## src/rtl/riscv_pkg.sv

```systemverilog
// Shared definitions for the memory port arbiter: default widths,
// starvation limit and the arbiter FSM state encoding.
package riscv_pkg;

   localparam int ADDR_W_DEF     = 32;
   localparam int DATA_W_DEF     = 32;
   localparam int STARVE_MAX_DEF = 4;

   typedef enum logic [1:0] {
      IDLE,
      GNT_I,
      GNT_D,
      RESP
   } arb_state_t;

endpackage

```

## src/rtl/mem_port_arbiter_if.sv

```systemverilog
// Bundle of the fetch, data and shared memory port signals. The master
// modport is the arbiter's view; the slave modport is the view of the
// requesters and the memory that sit around it.
interface mem_port_arbiter_if
   import riscv_pkg::*;
#(
   parameter int ADDR_W = ADDR_W_DEF,
   parameter int DATA_W = DATA_W_DEF
);

   logic              i_req;
   logic [ADDR_W-1:0] i_addr;
   logic              i_ack;
   logic [DATA_W-1:0] i_rdata;

   logic              d_req;
   logic              d_we;
   logic [ADDR_W-1:0] d_addr;
   logic [DATA_W-1:0] d_wdata;
   logic              d_ack;
   logic [DATA_W-1:0] d_rdata;

   logic              mem_req;
   logic              mem_we;
   logic [ADDR_W-1:0] mem_addr;
   logic [DATA_W-1:0] mem_wdata;
   logic              mem_ack;
   logic [DATA_W-1:0] mem_rdata;

   logic              stall_if;
   logic              stall_mem;

   modport master (
      input  i_req, i_addr, d_req, d_we, d_addr, d_wdata, mem_ack, mem_rdata,
      output i_ack, i_rdata, d_ack, d_rdata, mem_req, mem_we, mem_addr,
             mem_wdata, stall_if, stall_mem
   );

   modport slave (
      output i_req, i_addr, d_req, d_we, d_addr, d_wdata, mem_ack, mem_rdata,
      input  i_ack, i_rdata, d_ack, d_rdata, mem_req, mem_we, mem_addr,
             mem_wdata, stall_if, stall_mem
   );

endinterface

```

## src/rtl/starve_ctr.sv

```systemverilog
// Saturating count of data grants issued while a fetch was waiting.
// at_max tells the arbiter that fetch must win the next contested grant.
module starve_ctr
   import riscv_pkg::*;
#(
   parameter int MAX = STARVE_MAX_DEF
) (
   input  logic clk,
   input  logic reset,
   input  logic inc,
   input  logic clr,
   output logic at_max
);

   localparam int W = $clog2(MAX + 1);

   logic [W-1:0] count_q;
   logic [W-1:0] count_d;

   // Clear wins over increment; increment stops once the limit is reached.
   always_comb begin
      count_d = count_q;
      if (clr) begin
         count_d = '0;
      end else if (inc && !at_max) begin
         count_d = count_q + W'(1);
      end
   end

   // Counter register.
   always_ff @(posedge clk or posedge reset) begin
      if (reset) begin
         count_q <= '0;
      end else begin
         count_q <= count_d;
      end
   end

   assign at_max = (count_q == W'(MAX));

endmodule

```

## src/rtl/mem_port_arbiter.sv

```systemverilog
// Arbitrates one shared memory port between an instruction fetch port and
// a data load/store port. Data normally wins a contested grant, but after
// STARVE_MAX consecutive data grants with fetch waiting, fetch goes first.
module mem_port_arbiter
   import riscv_pkg::*;
#(
   parameter int ADDR_W     = ADDR_W_DEF,
   parameter int DATA_W     = DATA_W_DEF,
   parameter int STARVE_MAX = STARVE_MAX_DEF
) (
   input logic              clk,
   input logic              reset,
   mem_port_arbiter_if.master bus
);

   arb_state_t        state_q, state_d;
   logic              mem_req_q, mem_req_d;
   logic              mem_we_q, mem_we_d;
   logic [ADDR_W-1:0] mem_addr_q, mem_addr_d;
   logic [DATA_W-1:0] mem_wdata_q, mem_wdata_d;
   logic              i_ack_q, i_ack_d;
   logic              d_ack_q, d_ack_d;
   logic [DATA_W-1:0] i_rdata_q, i_rdata_d;
   logic [DATA_W-1:0] d_rdata_q, d_rdata_d;

   logic grant_i;
   logic grant_d;
   logic starve_inc;
   logic starve_clr;
   logic starve_at_max;

   // Next-state and next-output logic; every output is registered so the
   // memory side sees a request and payload that stay put until mem_ack.
   always_comb begin
      state_d     = state_q;
      mem_req_d   = mem_req_q;
      mem_we_d    = mem_we_q;
      mem_addr_d  = mem_addr_q;
      mem_wdata_d = mem_wdata_q;
      i_ack_d     = 1'b0;
      d_ack_d     = 1'b0;
      i_rdata_d   = i_rdata_q;
      d_rdata_d   = d_rdata_q;
      grant_i     = 1'b0;
      grant_d     = 1'b0;
      case (state_q)
         IDLE: begin
            if (bus.d_req && !(bus.i_req && starve_at_max)) begin
               grant_d     = 1'b1;
               state_d     = GNT_D;
               mem_req_d   = 1'b1;
               mem_we_d    = bus.d_we;
               mem_addr_d  = bus.d_addr;
               mem_wdata_d = bus.d_wdata;
            end else if (bus.i_req) begin
               grant_i     = 1'b1;
               state_d     = GNT_I;
               mem_req_d   = 1'b1;
               mem_we_d    = 1'b0;
               mem_addr_d  = bus.i_addr;
               mem_wdata_d = '0;
            end
         end
         GNT_I: begin
            if (bus.mem_ack) begin
               state_d   = RESP;
               mem_req_d = 1'b0;
               i_ack_d   = 1'b1;
               i_rdata_d = bus.mem_rdata;
            end
         end
         GNT_D: begin
            if (bus.mem_ack) begin
               state_d   = RESP;
               mem_req_d = 1'b0;
               mem_we_d  = 1'b0;
               d_ack_d   = 1'b1;
               if (!mem_we_q) begin
                  d_rdata_d = bus.mem_rdata;
               end
            end
         end
         RESP: begin
            state_d = IDLE;
         end
         default: begin
            state_d = IDLE;
         end
      endcase
      starve_inc = grant_d & bus.i_req;
      starve_clr = grant_i | (grant_d & ~bus.i_req);
   end

   // FSM and registered outputs; reset abandons any access in flight.
   always_ff @(posedge clk or posedge reset) begin
      if (reset) begin
         state_q     <= IDLE;
         mem_req_q   <= 1'b0;
         mem_we_q    <= 1'b0;
         mem_addr_q  <= '0;
         mem_wdata_q <= '0;
         i_ack_q     <= 1'b0;
         d_ack_q     <= 1'b0;
         i_rdata_q   <= '0;
         d_rdata_q   <= '0;
      end else begin
         state_q     <= state_d;
         mem_req_q   <= mem_req_d;
         mem_we_q    <= mem_we_d;
         mem_addr_q  <= mem_addr_d;
         mem_wdata_q <= mem_wdata_d;
         i_ack_q     <= i_ack_d;
         d_ack_q     <= d_ack_d;
         i_rdata_q   <= i_rdata_d;
         d_rdata_q   <= d_rdata_d;
      end
   end

   starve_ctr #(
      .MAX(STARVE_MAX)
   ) u_starve_ctr (
      .clk   (clk),
      .reset (reset),
      .inc   (starve_inc),
      .clr   (starve_clr),
      .at_max(starve_at_max)
   );

   assign bus.mem_req   = mem_req_q;
   assign bus.mem_we    = mem_we_q;
   assign bus.mem_addr  = mem_addr_q;
   assign bus.mem_wdata = mem_wdata_q;
   assign bus.i_ack     = i_ack_q;
   assign bus.d_ack     = d_ack_q;
   assign bus.i_rdata   = i_rdata_q;
   assign bus.d_rdata   = d_rdata_q;
   assign bus.stall_if  = bus.i_req & ~i_ack_q;
   assign bus.stall_mem = bus.d_req & ~d_ack_q;

endmodule

```

## src/flat_wrapper.sv

```systemverilog
// flat-port wrapper written by rule: the top's interface ports become plain ports
module mem_port_arbiter_flat import riscv_pkg::*;
#(
   parameter int ADDR_W     = ADDR_W_DEF,
   parameter int DATA_W     = DATA_W_DEF,
   parameter int STARVE_MAX = STARVE_MAX_DEF
)
  (clk, reset, bus_i_req, bus_i_addr, bus_d_req, bus_d_we, bus_d_addr, bus_d_wdata, bus_mem_ack, bus_mem_rdata, bus_i_ack, bus_i_rdata, bus_d_ack, bus_d_rdata, bus_mem_req, bus_mem_we, bus_mem_addr, bus_mem_wdata, bus_stall_if, bus_stall_mem);
  mem_port_arbiter_if #(.ADDR_W(ADDR_W), .DATA_W(DATA_W)) bus_i ();
  input logic clk;
  input logic reset;
  input wire logic [$bits(bus_i.i_req)-1:0] bus_i_req;
  input wire logic [$bits(bus_i.i_addr)-1:0] bus_i_addr;
  input wire logic [$bits(bus_i.d_req)-1:0] bus_d_req;
  input wire logic [$bits(bus_i.d_we)-1:0] bus_d_we;
  input wire logic [$bits(bus_i.d_addr)-1:0] bus_d_addr;
  input wire logic [$bits(bus_i.d_wdata)-1:0] bus_d_wdata;
  input wire logic [$bits(bus_i.mem_ack)-1:0] bus_mem_ack;
  input wire logic [$bits(bus_i.mem_rdata)-1:0] bus_mem_rdata;
  output wire logic [$bits(bus_i.i_ack)-1:0] bus_i_ack;
  output wire logic [$bits(bus_i.i_rdata)-1:0] bus_i_rdata;
  output wire logic [$bits(bus_i.d_ack)-1:0] bus_d_ack;
  output wire logic [$bits(bus_i.d_rdata)-1:0] bus_d_rdata;
  output wire logic [$bits(bus_i.mem_req)-1:0] bus_mem_req;
  output wire logic [$bits(bus_i.mem_we)-1:0] bus_mem_we;
  output wire logic [$bits(bus_i.mem_addr)-1:0] bus_mem_addr;
  output wire logic [$bits(bus_i.mem_wdata)-1:0] bus_mem_wdata;
  output wire logic [$bits(bus_i.stall_if)-1:0] bus_stall_if;
  output wire logic [$bits(bus_i.stall_mem)-1:0] bus_stall_mem;
  assign bus_i.i_req = bus_i_req;
  assign bus_i.i_addr = bus_i_addr;
  assign bus_i.d_req = bus_d_req;
  assign bus_i.d_we = bus_d_we;
  assign bus_i.d_addr = bus_d_addr;
  assign bus_i.d_wdata = bus_d_wdata;
  assign bus_i.mem_ack = bus_mem_ack;
  assign bus_i.mem_rdata = bus_mem_rdata;
  assign bus_i_ack = bus_i.i_ack;
  assign bus_i_rdata = bus_i.i_rdata;
  assign bus_d_ack = bus_i.d_ack;
  assign bus_d_rdata = bus_i.d_rdata;
  assign bus_mem_req = bus_i.mem_req;
  assign bus_mem_we = bus_i.mem_we;
  assign bus_mem_addr = bus_i.mem_addr;
  assign bus_mem_wdata = bus_i.mem_wdata;
  assign bus_stall_if = bus_i.stall_if;
  assign bus_stall_mem = bus_i.stall_mem;
  mem_port_arbiter #(.ADDR_W(ADDR_W), .DATA_W(DATA_W), .STARVE_MAX(STARVE_MAX)) u_core (.clk(clk), .reset(reset), .bus(bus_i));
endmodule
```

## config.mk

```make
export PLATFORM = sky130hd
export DESIGN_NAME = mem_port_arbiter_flat
export DESIGN_NICKNAME = d
export VERILOG_FILES = /design/src/rtl/riscv_pkg.sv /design/src/rtl/mem_port_arbiter_if.sv /design/src/rtl/starve_ctr.sv /design/src/rtl/mem_port_arbiter.sv /design/src/flat_wrapper.sv
export SDC_FILE = /design/constraint.sdc
export NUM_CORES = 1
export LEC_CHECK = 0
export CORE_AREA = 2 2 127 129
export DETAILED_ROUTE_END_ITERATION = 8
export DIE_AREA = 0 0 129 131
export GPL_TIMING_DRIVEN = 0
export HOLD_SLACK_MARGIN = 0.03
export PLACE_DENSITY = 0.77
export SETUP_SLACK_MARGIN = 0.15
export SLEW_MARGIN = 20
export SYNTH_ARGS = -nofsm -noshare
export SYNTH_HDL_FRONTEND = slang
export SYNTH_SLANG_ARGS = --single-unit
```

## constraint.sdc

```tcl
create_clock -name clk -period 4.6 [get_ports clk]
set_input_delay 0.69 -clock clk [delete_from_list [all_inputs] [get_ports clk]]
set_output_delay 0.69 -clock clk [all_outputs]
set_load 0.03 [all_outputs]
```

; Word-level counts from Yosys, hierarchy flattened
; Cells that the tools add are included.
[op_classes]
n_bitwise = 9
muxes = 25
reduce_logical = 17
n_addsub = 1
eq_ne = 7
[op_table]
columns = operator, count
row1 = 32-bit two-way mux, 4
row2 = 1-bit two-way mux, 13
row3 = 3-bit AND reduction, 3
row4 = 2-bit nonzero test, 4
row5 = 2-bit two-way mux, 3
row6 = 3-bit two-way mux, 2
row7 = 2-bit case mux with 3 select lines, 1
row8 = 2-bit AND reduction, 3
row9 = 1-bit bitwise AND, 4
row10 = 2-bit == test (second input constant), 2
row11 = 1-bit NOT, 4
row12 = 1-bit case mux with 2 select lines, 2
row13 = 3-bit by 1-bit adder with 3-bit output (second input constant), 1
row14 = 3-bit == test (second input constant), 1
row15 = 1-bit logical AND, 3
row16 = 3-bit by 2-bit != test with 1-bit output (second input constant), 1
row17 = 2-bit by 1-bit == test with 1-bit output (second input constant), 1
row18 = 1-bit zero test, 2
row19 = 2-bit zero test, 1
row20 = 2-bit by 1-bit != test with 1-bit output (second input constant), 1
row21 = 2-bit != test (second input constant), 1
row22 = 2-bit OR reduction, 1
row23 = 1-bit OR, 1
[totals]
regBits = 137

; Depth between registers and ports, before layout
; Gate-level depths: netlist of the first run.
[logic_depth]
ltp_word = 10
ltp_mapped = 8
depth_no_buf = 5

; Cells and area by module
; A second synthesis of the first run with hierarchy kept.
[hier_totals]
cells_unflattened = 442
hier_area_um2 = 5544.1
[modules_own_cells]
columns = mod, cells_each, area_per_inst_um2, seq_area_each_um2, n_inst
row1 = mem_port_arbiter, 423, 5342.6, 3353.2, 1
row2 = starve_ctr, 19, 201.4, 75.1, 1

; Worst setup path after synthesis of the first run
; No wires, ideal clock.
[synth_timing]
path_kind = input to output
start = input bus_d_req
end = output bus_stall_mem
t_required_ns = 3.910
t_arrival_ns = 1.602
setup_slack_ns = 2.308
path_stages = 3
cell_sequence = buf_2 -> clkbuf_1 -> nor2b_1
[synth_via]
elab_chain_len = 1
[synth_lines]
columns = item, line
row1 = start: declaration, flat_wrapper.sv:14  ; input wire logic [$bits(bus_i.d_req)-1:0] bus_d_req;
row2 = 1-bit bitwise AND, mem_port_arbiter.sv:138  ; assign bus.stall_mem = bus.d_req & ~d_ack_q;
row3 = end: declaration, flat_wrapper.sv:29  ; output wire logic [$bits(bus_i.stall_mem)-1:0] bus_stall_mem;
; Every way passes these cells.

; Worst setup path after layout of the first run
; Ends and elaborated chain as after synthesis.

==> flow_metrics.py, run 1 <==
metrics = {
    "outcome": {
        "status": "completed",
    },
    "worst_setup_path": {
        "rrSetupSlack_ns": 2.73,
        "cp.arrival_ns": 2.15,
        "cp-start-kind": "input pin",
        "cp_data_required_time_ns": 3.91,
        "reg2reg_to": "u_core.bus.d_rdata[3]$_DFFE_PP0P_",
        "setup.worst_path.start": "bus_d_req",
        "crit_end": "bus_stall_mem",
        "worstRegToRegCells": 6,
        "path_class": "in2out",
        "endpoint_kind": "primary output",
        "r2r_start": "u_core.state_q[0]$_DFFE_PP0P_",
        "critPathMaxFanout": 10,
    },
    "pwr": {
        "p_comb_share_pct": 52.0,
        "seqPwrFrac_pct": 28.5,
        "p_total_w": 0.00754,
        "power_density_nw_per_um2": 803,
        "ir_drop_mv": 0.444,
        "internal_power_w": 0.00449,
        "p_switching_w": 0.00305,
        "p_clk_share_pct": 19.5,
        "switching_share_pct": 40.5,
        "p_leak_nw": 3.99,
    },
    "clocking": {
        "clkSinkCount": 137,
        "cts_resized": 0,
        "root_buffer": "clkbuf_16",
        "clk_latency_ns": 0.42,
        "cts_max_path_buffers": 2,
        "cts_buffers": 17,
        "clk_pin_slew_ns": 0.06,
        "cts_hold_buffers": 0,
        "postCtsSetupRepairBufs": 0,
        "cts_tree": "done",
        "htreeDepth": 4,
    },
    "floorplanning": {
        "die_area_um2": 16900,
        "core_um2": 15600,
        "row_count": 46,
        "start_util_pct": 37.2,
        "top_level_ports": 268,
        "die_h_um": 131,
        "die_w_um": 129,
    },
    "timing": {
        "rsz0062_at_grt": "false",
        "slew_violations": 0,
        "worst_pin_slew_ns": 0.489,
        "hold_slack_ns": 0.489,
        "slew_headroom_pct": 67.4,
        "fin_skew_ns": 0.00948,
        "final-setup-viol-count": 0,
        "clock.fmax_mhz": 353,
        "finalCritPeriodShare_pct": 61.7,
        "hold_viol_final": 0,
        "fin_ws_ns": 1.76,
        "min_period_ns": 2.84,
    },
    "logic_synthesis": {
        "yosysWarnings": 0,
        "synth_cells": 449,
        "syn_area_per_cell_um2": 12.9,
        "syn_nets": 589,
        "synth_largest_area_cell": "dfrtp_1",
        "seq_area_frac_synth_pct": 59.1,
        "yosysUniqueCellTypes": 30,
        "netlist_area_um2": 5800,
        "yosys-top-cells-area": "dfrtp_1, mux2_2, o211ai_2, a22o_1, nand2_1",
        "netlist.area_leader.share_pct": 59.1,
        "synth-seq-cells": 137,
    },
    "cells_and_area": {
        "syn_to_final_growth_pct": 62.0,
        "n_antenna_cell": 0,
        "final_common_cell": "clkdlybuf4s50_1",
        "layout-drive-gt1-share_pct": 20.5,
        "layout_common_cells": "clkdlybuf4s50_1, dfrtp_1, nand2_1, mux2_2, nand4_1",
        "final.fill_count": 1256,
        "fin_util_pct": 60.2,
        "final_nets": 874,
    },
    "global_route": {
        "grt_usage_pct": 20.6,
        "grtUsageMet2_pct": 35.9,
        "met3_usage_pct": 9.24,
        "grt_pass1_wl_um": 26800,
        "met1_usage_pct": 23.1,
        "antenna_found_initial": 0,
        "grt-busiest-layer": "met2",
        "grt_overflow": 0,
        "grt_pass1_vias": 5248,
        "grt_max_degree": 96,
    },
    "routing": {
        "vias_per_cell": 5.02,
        "wl_um": 17300,
        "drt_iter0_drc": 220,
        "antenna_left": 0,
        "drcViolationCount": 0,
        "vias": 4833,
        "wl_per_cell_um": 18.0,
        "drt_first_pass_iters": 4,
    },
    "place": {
        "portBuffers": 265,
        "gp_congestion": 0.821,
        "dp_hpwl_um": 12800,
        "place_ws_ns": 1.75,
    },
    "hold_path": {
        "hp-class": "reg2reg",
    },
    "run": {
        "cap_violations": 0,
    },
}
cell families (layout without fill, tap and decap cells):
family | after synthesis | in the layout | share of synthesized area [%]
AO/OA/AOI/OAI | 76 | 76 | 12.9
flip-flops | 137 | 137 | 59.1
buffers and inverters | 46 | 344 | 4.06
adder cells (fa/ha/maj) | 6 | 6 | 1.29
multiplexers | 68 | 68 | 13.1
AND/OR/NAND/NOR | 116 | 116 | 9.51
sequential cells by signal, summed over array words and instances, names as in the netlist:
signal	flops
u_core.bus.mem_we	1
u_core.bus.mem_addr	32
u_core.bus.mem_req	1
u_core.bus.d_rdata	32
u_core.bus.i_rdata	32
u_core.u_starve_ctr.count_q	3
u_core.bus.d_ack	1
u_core.bus.mem_wdata	32
u_core.bus.i_ack	1
u_core.state_q	2
power by group through the flow:
stage	sequential, W	combinational (W)	clock, W
floorplan	0.00329	0.00113	0
global placement	0.00212	0.00386	0
detailed placement	0.00216	0.00394	0
CTS	0.00215	0.00396	0.00149
global route	0.00222	0.00415	0.00156
finish	0.00215	0.00392	0.00147
layout make-up:
cell class	count	area, µm²	area share, %
Multi-Input combinational cell	266	2140	22.7
Buffer	38	205	2.18
Clock inverter	13	193	2.05
Clock buffer	19	443	4.72
Sequential cell	137	3430	36.5
Inverter	8	37.5	0.400
Timing Repair Buffer	266	2680	28.5
Tap cell	216	270	2.88
worst min path at each step:
stage                                                     startpoint  slack [ns]  cells after the start                                         end
final                            u_core.bus.mem_addr[22]$_DFFE_PP0P_        0.49                      2         u_core.bus.mem_addr[22]$_DFFE_PP0P_
after global routing                  u_core.bus.mem_req$_DFFE_PP0P_        0.51                      2              u_core.bus.mem_req$_DFFE_PP0P_
after CTS                        u_core.bus.mem_addr[22]$_DFFE_PP0P_        0.49                      2         u_core.bus.mem_addr[22]$_DFFE_PP0P_
after detailed placement         u_core.bus.mem_addr[28]$_DFFE_PP0P_        0.48                      2         u_core.bus.mem_addr[28]$_DFFE_PP0P_
after global placement            u_core.bus.mem_addr[3]$_DFFE_PP0P_        0.47                      2          u_core.bus.mem_addr[3]$_DFFE_PP0P_
after floorplan           u_core.u_starve_ctr.count_q[0]$_DFFE_PP0P_        0.49                      1  u_core.u_starve_ctr.count_q[0]$_DFFE_PP0P_
Yosys cell counts (all sizes together):
| library cell | count |
|---|---|
| buf | 23 |
| nor2 | 2 |
| and2 | 2 |
| nand2b | 1 |
| a22o | 32 |
| o311ai | 1 |
| nor2b | 4 |
| o21a | 1 |
| nand3 | 1 |
| dfrtp | 137 |
| ha | 6 |
| a32o | 1 |
| o211ai | 32 |
| nand4 | 33 |
| inv | 8 |
| and3 | 1 |
| mux2 | 65 |
| mux2i | 3 |
| nand2 | 71 |
| clkbuf | 15 |
| o22ai | 2 |
| nand4b | 1 |
| a31oi | 2 |
| o21ai | 3 |
| a21oi | 2 |
critical path, stage by stage:
cell and delay, ns:
buf_2 0.20, clkbuf_1 0.39, nor2b_1 0.19, clkdlybuf4s50_1 0.67
per-layer routing:
| layer | part of all wire (%) | vias to the layer above |
|---|---|---|
| met5 | 0 | - |
| met4 | 0.99 | 0 |
| met3 | 9.6 | 17 |
| met2 | 51 | 204 |
| met1 | 38 | 2420 |
| li1 | - | 2192 |
through the flow:
stage	cells	area [µm²]	TNS (ns)
finish	963	9390	0
CTS	963	9390	0
detailed placement	931	8760	0
global route	963	9390	0
floorplan	449	5800	0
global placement	930	8720	-195.59
Note: power is estimated with default switching activity, not from simulation.
==> run 2: changes to the inputs <==
--- a/config.mk
+++ b/config.mk
@@ -5,12 +5,12 @@
 export SDC_FILE = /design/constraint.sdc
 export NUM_CORES = 1
 export LEC_CHECK = 0
-export CORE_AREA = 2 2 127 129
+export CORE_AREA = 2 2 121 123
 export DETAILED_ROUTE_END_ITERATION = 8
-export DIE_AREA = 0 0 129 131
+export DIE_AREA = 0 0 123 125
 export GPL_TIMING_DRIVEN = 0
 export HOLD_SLACK_MARGIN = 0.03
-export PLACE_DENSITY = 0.77
+export PLACE_DENSITY = 0.8
 export SETUP_SLACK_MARGIN = 0.15
 export SLEW_MARGIN = 20
 export SYNTH_ARGS = -nofsm -noshare
==> constraint.sdc (replaced) <==
create_clock -name clk -period 2.9 [get_ports clk]
set_input_delay 0.435 -clock clk [delete_from_list [all_inputs] [get_ports clk]]
set_output_delay 0.435 -clock clk [all_outputs]
set_load 0.03 [all_outputs]
==> run 2 against run 1 <==
  * First-iteration DRC count fell by 13%
  * Highest routed layer unchanged
  * Global-route usage rose by 2.4 points
  * Final cell count shrank 3.0%
==> flow_metrics.py, run 2 (same netlist as run 1, synthesis figures left out) <==
metrics = {
    "outcome": {
        "status": "completed",
    },
    "global_route": {
        "grt_usage_pct": 23.0,
        "antenna_found_initial": 0,
        "grt_max_degree": 36,
        "grt_pass1_wl_um": 27200,
        "grt_pass1_vias": 5266,
        "grt_overflow": 0,
    },
    "floorplanning": {
        "die_h_um": 125,
        "top_level_ports": 268,
        "row_count": 44,
        "die_area_um2": 15400,
        "die_w_um": 123,
        "start_util_pct": 40.8,
        "core_um2": 14200,
    },
    "routing": {
        "drt_iter0_drc": 191,
        "vias_per_cell": 5.18,
        "antenna_left": 0,
        "wl_um": 17300,
        "drt_first_pass_iters": 4,
        "vias": 4834,
        "drcViolationCount": 0,
        "wl_per_cell_um": 18.5,
    },
    "cells_and_area": {
        "layout-drive-gt1-share_pct": 20.8,
        "final_nets": 877,
        "syn_to_final_growth_pct": 62.9,
        "layout_common_cells": "clkdlybuf4s50_1, dfrtp_1, nand2_1, mux2_2, nand4_1",
        "n_antenna_cell": 0,
        "final_common_cell": "clkdlybuf4s50_1",
        "fin_util_pct": 66.5,
        "final_cell_area_um2": 9450,
    },
    "clocking": {
        "postCtsSetupRepairBufs": 0,
        "root_buffer": "clkbuf_16",
        "clkSinkCount": 137,
        "clk_latency_ns": 0.42,
        "cts_tree": "done",
        "cts_hold_buffers": 0,
        "cts_resized": 0,
        "htreeDepth": 4,
        "cts_buffers": 17,
        "clk_pin_slew_ns": 0.06,
        "cts_max_path_buffers": 2,
    },
    "worst_setup_path": {
        "cp.arrival_ns": 1.93,
        "critPathBufInv": 3,
        "r2r_start": "u_core.state_q[0]$_DFFE_PP0P_",
        "crit_path_max_incr_delay_ns": 0.70,
        "endpoint_kind": "primary output",
        "path_cells": "buf_2 -> clkbuf_1 -> nor2b_1 -> clkdlybuf4s50_1",
        "critPathMaxFanout": 10,
        "path_class": "in2out",
        "cp-start-kind": "input pin",
        "setup.worst_path.start": "bus_d_req",
        "cp_top_family": "buffers and inverters",
        "critical_path.slowest_cell": "clkdlybuf4s50_1",
        "cp_data_required_time_ns": 2.47,
    },
    "pwr": {
        "switching_share_pct": 40.1,
        "internal_power_w": 0.00728,
        "p_leak_nw": 4.03,
        "seqPwrFrac_pct": 28.1,
        "power_density_nw_per_um2": 1280,
        "ir_drop_mv": 0.760,
        "p_clk_share_pct": 20.2,
        "p_total_w": 0.0121,
        "p_comb_share_pct": 51.7,
        "p_switching_w": 0.00486,
    },
    "timing": {
        "final-setup-viol-count": 0,
        "rsz0062_at_grt": "false",
        "fin_ws_ns": 0.533,
        "fin_skew_ns": 0.00555,
        "worst_pin_slew_ns": 0.520,
        "min_period_ns": 2.37,
        "slew_headroom_pct": 65.3,
        "slew_violations": 0,
        "finalCritPeriodShare_pct": 81.6,
        "clock.fmax_mhz": 422,
        "hold_viol_final": 0,
    },
    "run": {
        "cap_violations": 0,
    },
    "place": {
        "placed_cell_area_um2": 8770,
        "gp_congestion": 0.798,
        "portBuffers": 265,
        "dp_hpwl_um": 12700,
        "place_ws_ns": 0.551,
    },
    "hold_path": {
        "hold_path_startpoint": "bus_i_req",
        "hp-class": "in2reg",
    },
}
run 2: cell count changes in the layout (fill, tap and decap cells not counted):
cell,delta
buf_12,+3
bufinv_16,+2
clkbuf_8,-1
clkinv_4,-1
clkinvlp_4,+1
inv_8,-1
run 2: final cells by class:
| cell class | instances | area, µm² |
|---|---|---|
| plain buffers | 38 | 205 |
| clock buffers | 18 | 429 |
| clock inverters | 14 | 244 |
| fillers | 1019 | 4760 |
| inverters | 8 | 33.8 |
| multi-input cells | 266 | 2140 |
| flip-flops and latches | 137 | 3430 |
| well taps | 184 | 230 |
| repair buffers | 269 | 2740 |
run 2: power groups by stage:
stage / Sequential, W / Clock (W) / Combinational, W
final: 0.00341 / 0.00245 / 0.00627
after CTS: 0.00342 / 0.00251 / 0.00633
after global placement: 0.00336 / 0 / 0.00615
after detailed placement: 0.00342 / 0 / 0.00628
after global routing: 0.00352 / 0.00259 / 0.00665
after floorplan: 0.00521 / 0 / 0.00180
run 2: worst register-to-register path, cell delays in order (launching register included):
cell and delay (ns):
dfrtp_1 0.36, inv_1 0.08, ha_1 0.23, and2_1 0.16, nand2_1 0.20, buf_2 0.31
mux2_2 0.39
run 2: final timing paths:
path / end / slack (ns) / cells after the start
max reg2reg: u_core.bus.d_rdata[13]$_DFFE_PP0P_ / 1.04 / 6
max in group asynchronous: u_core.bus.d_rdata[27]$_DFFE_PP0P_ / 1.76 / 4
min reg2reg: u_core.bus.mem_addr[25]$_DFFE_PP0P_ / 0.49 / 2
min in group asynchronous: u_core.bus.i_rdata[6]$_DFFE_PP0P_ / 0.38 / 2
max: bus_stall_mem / 0.53 / 4
min: u_core.u_starve_ctr.count_q[2]$_DFFE_PP0P_ / 0.37 / 2
run 2: routing by layer:
metal / track usage, % / up-vias / part of all wire, %
met5: 0 / - / 0
met4: 9.16 / 0 / 2.3
met3: 10.1 / 34 / 10
met2: 37.8 / 225 / 50
met1: 26.1 / 2382 / 37
li1: - / 2193 / -
run 2: through the flow:
step	TNS, ns	std cells	hold slack [ns]
after CTS	0	934	0.359
after global placement	-53.94	898	0.471
after detailed placement	0	902	0.477
final	0	934	0.371
after floorplan	0	449	0.485
after global routing	0	934	0.375
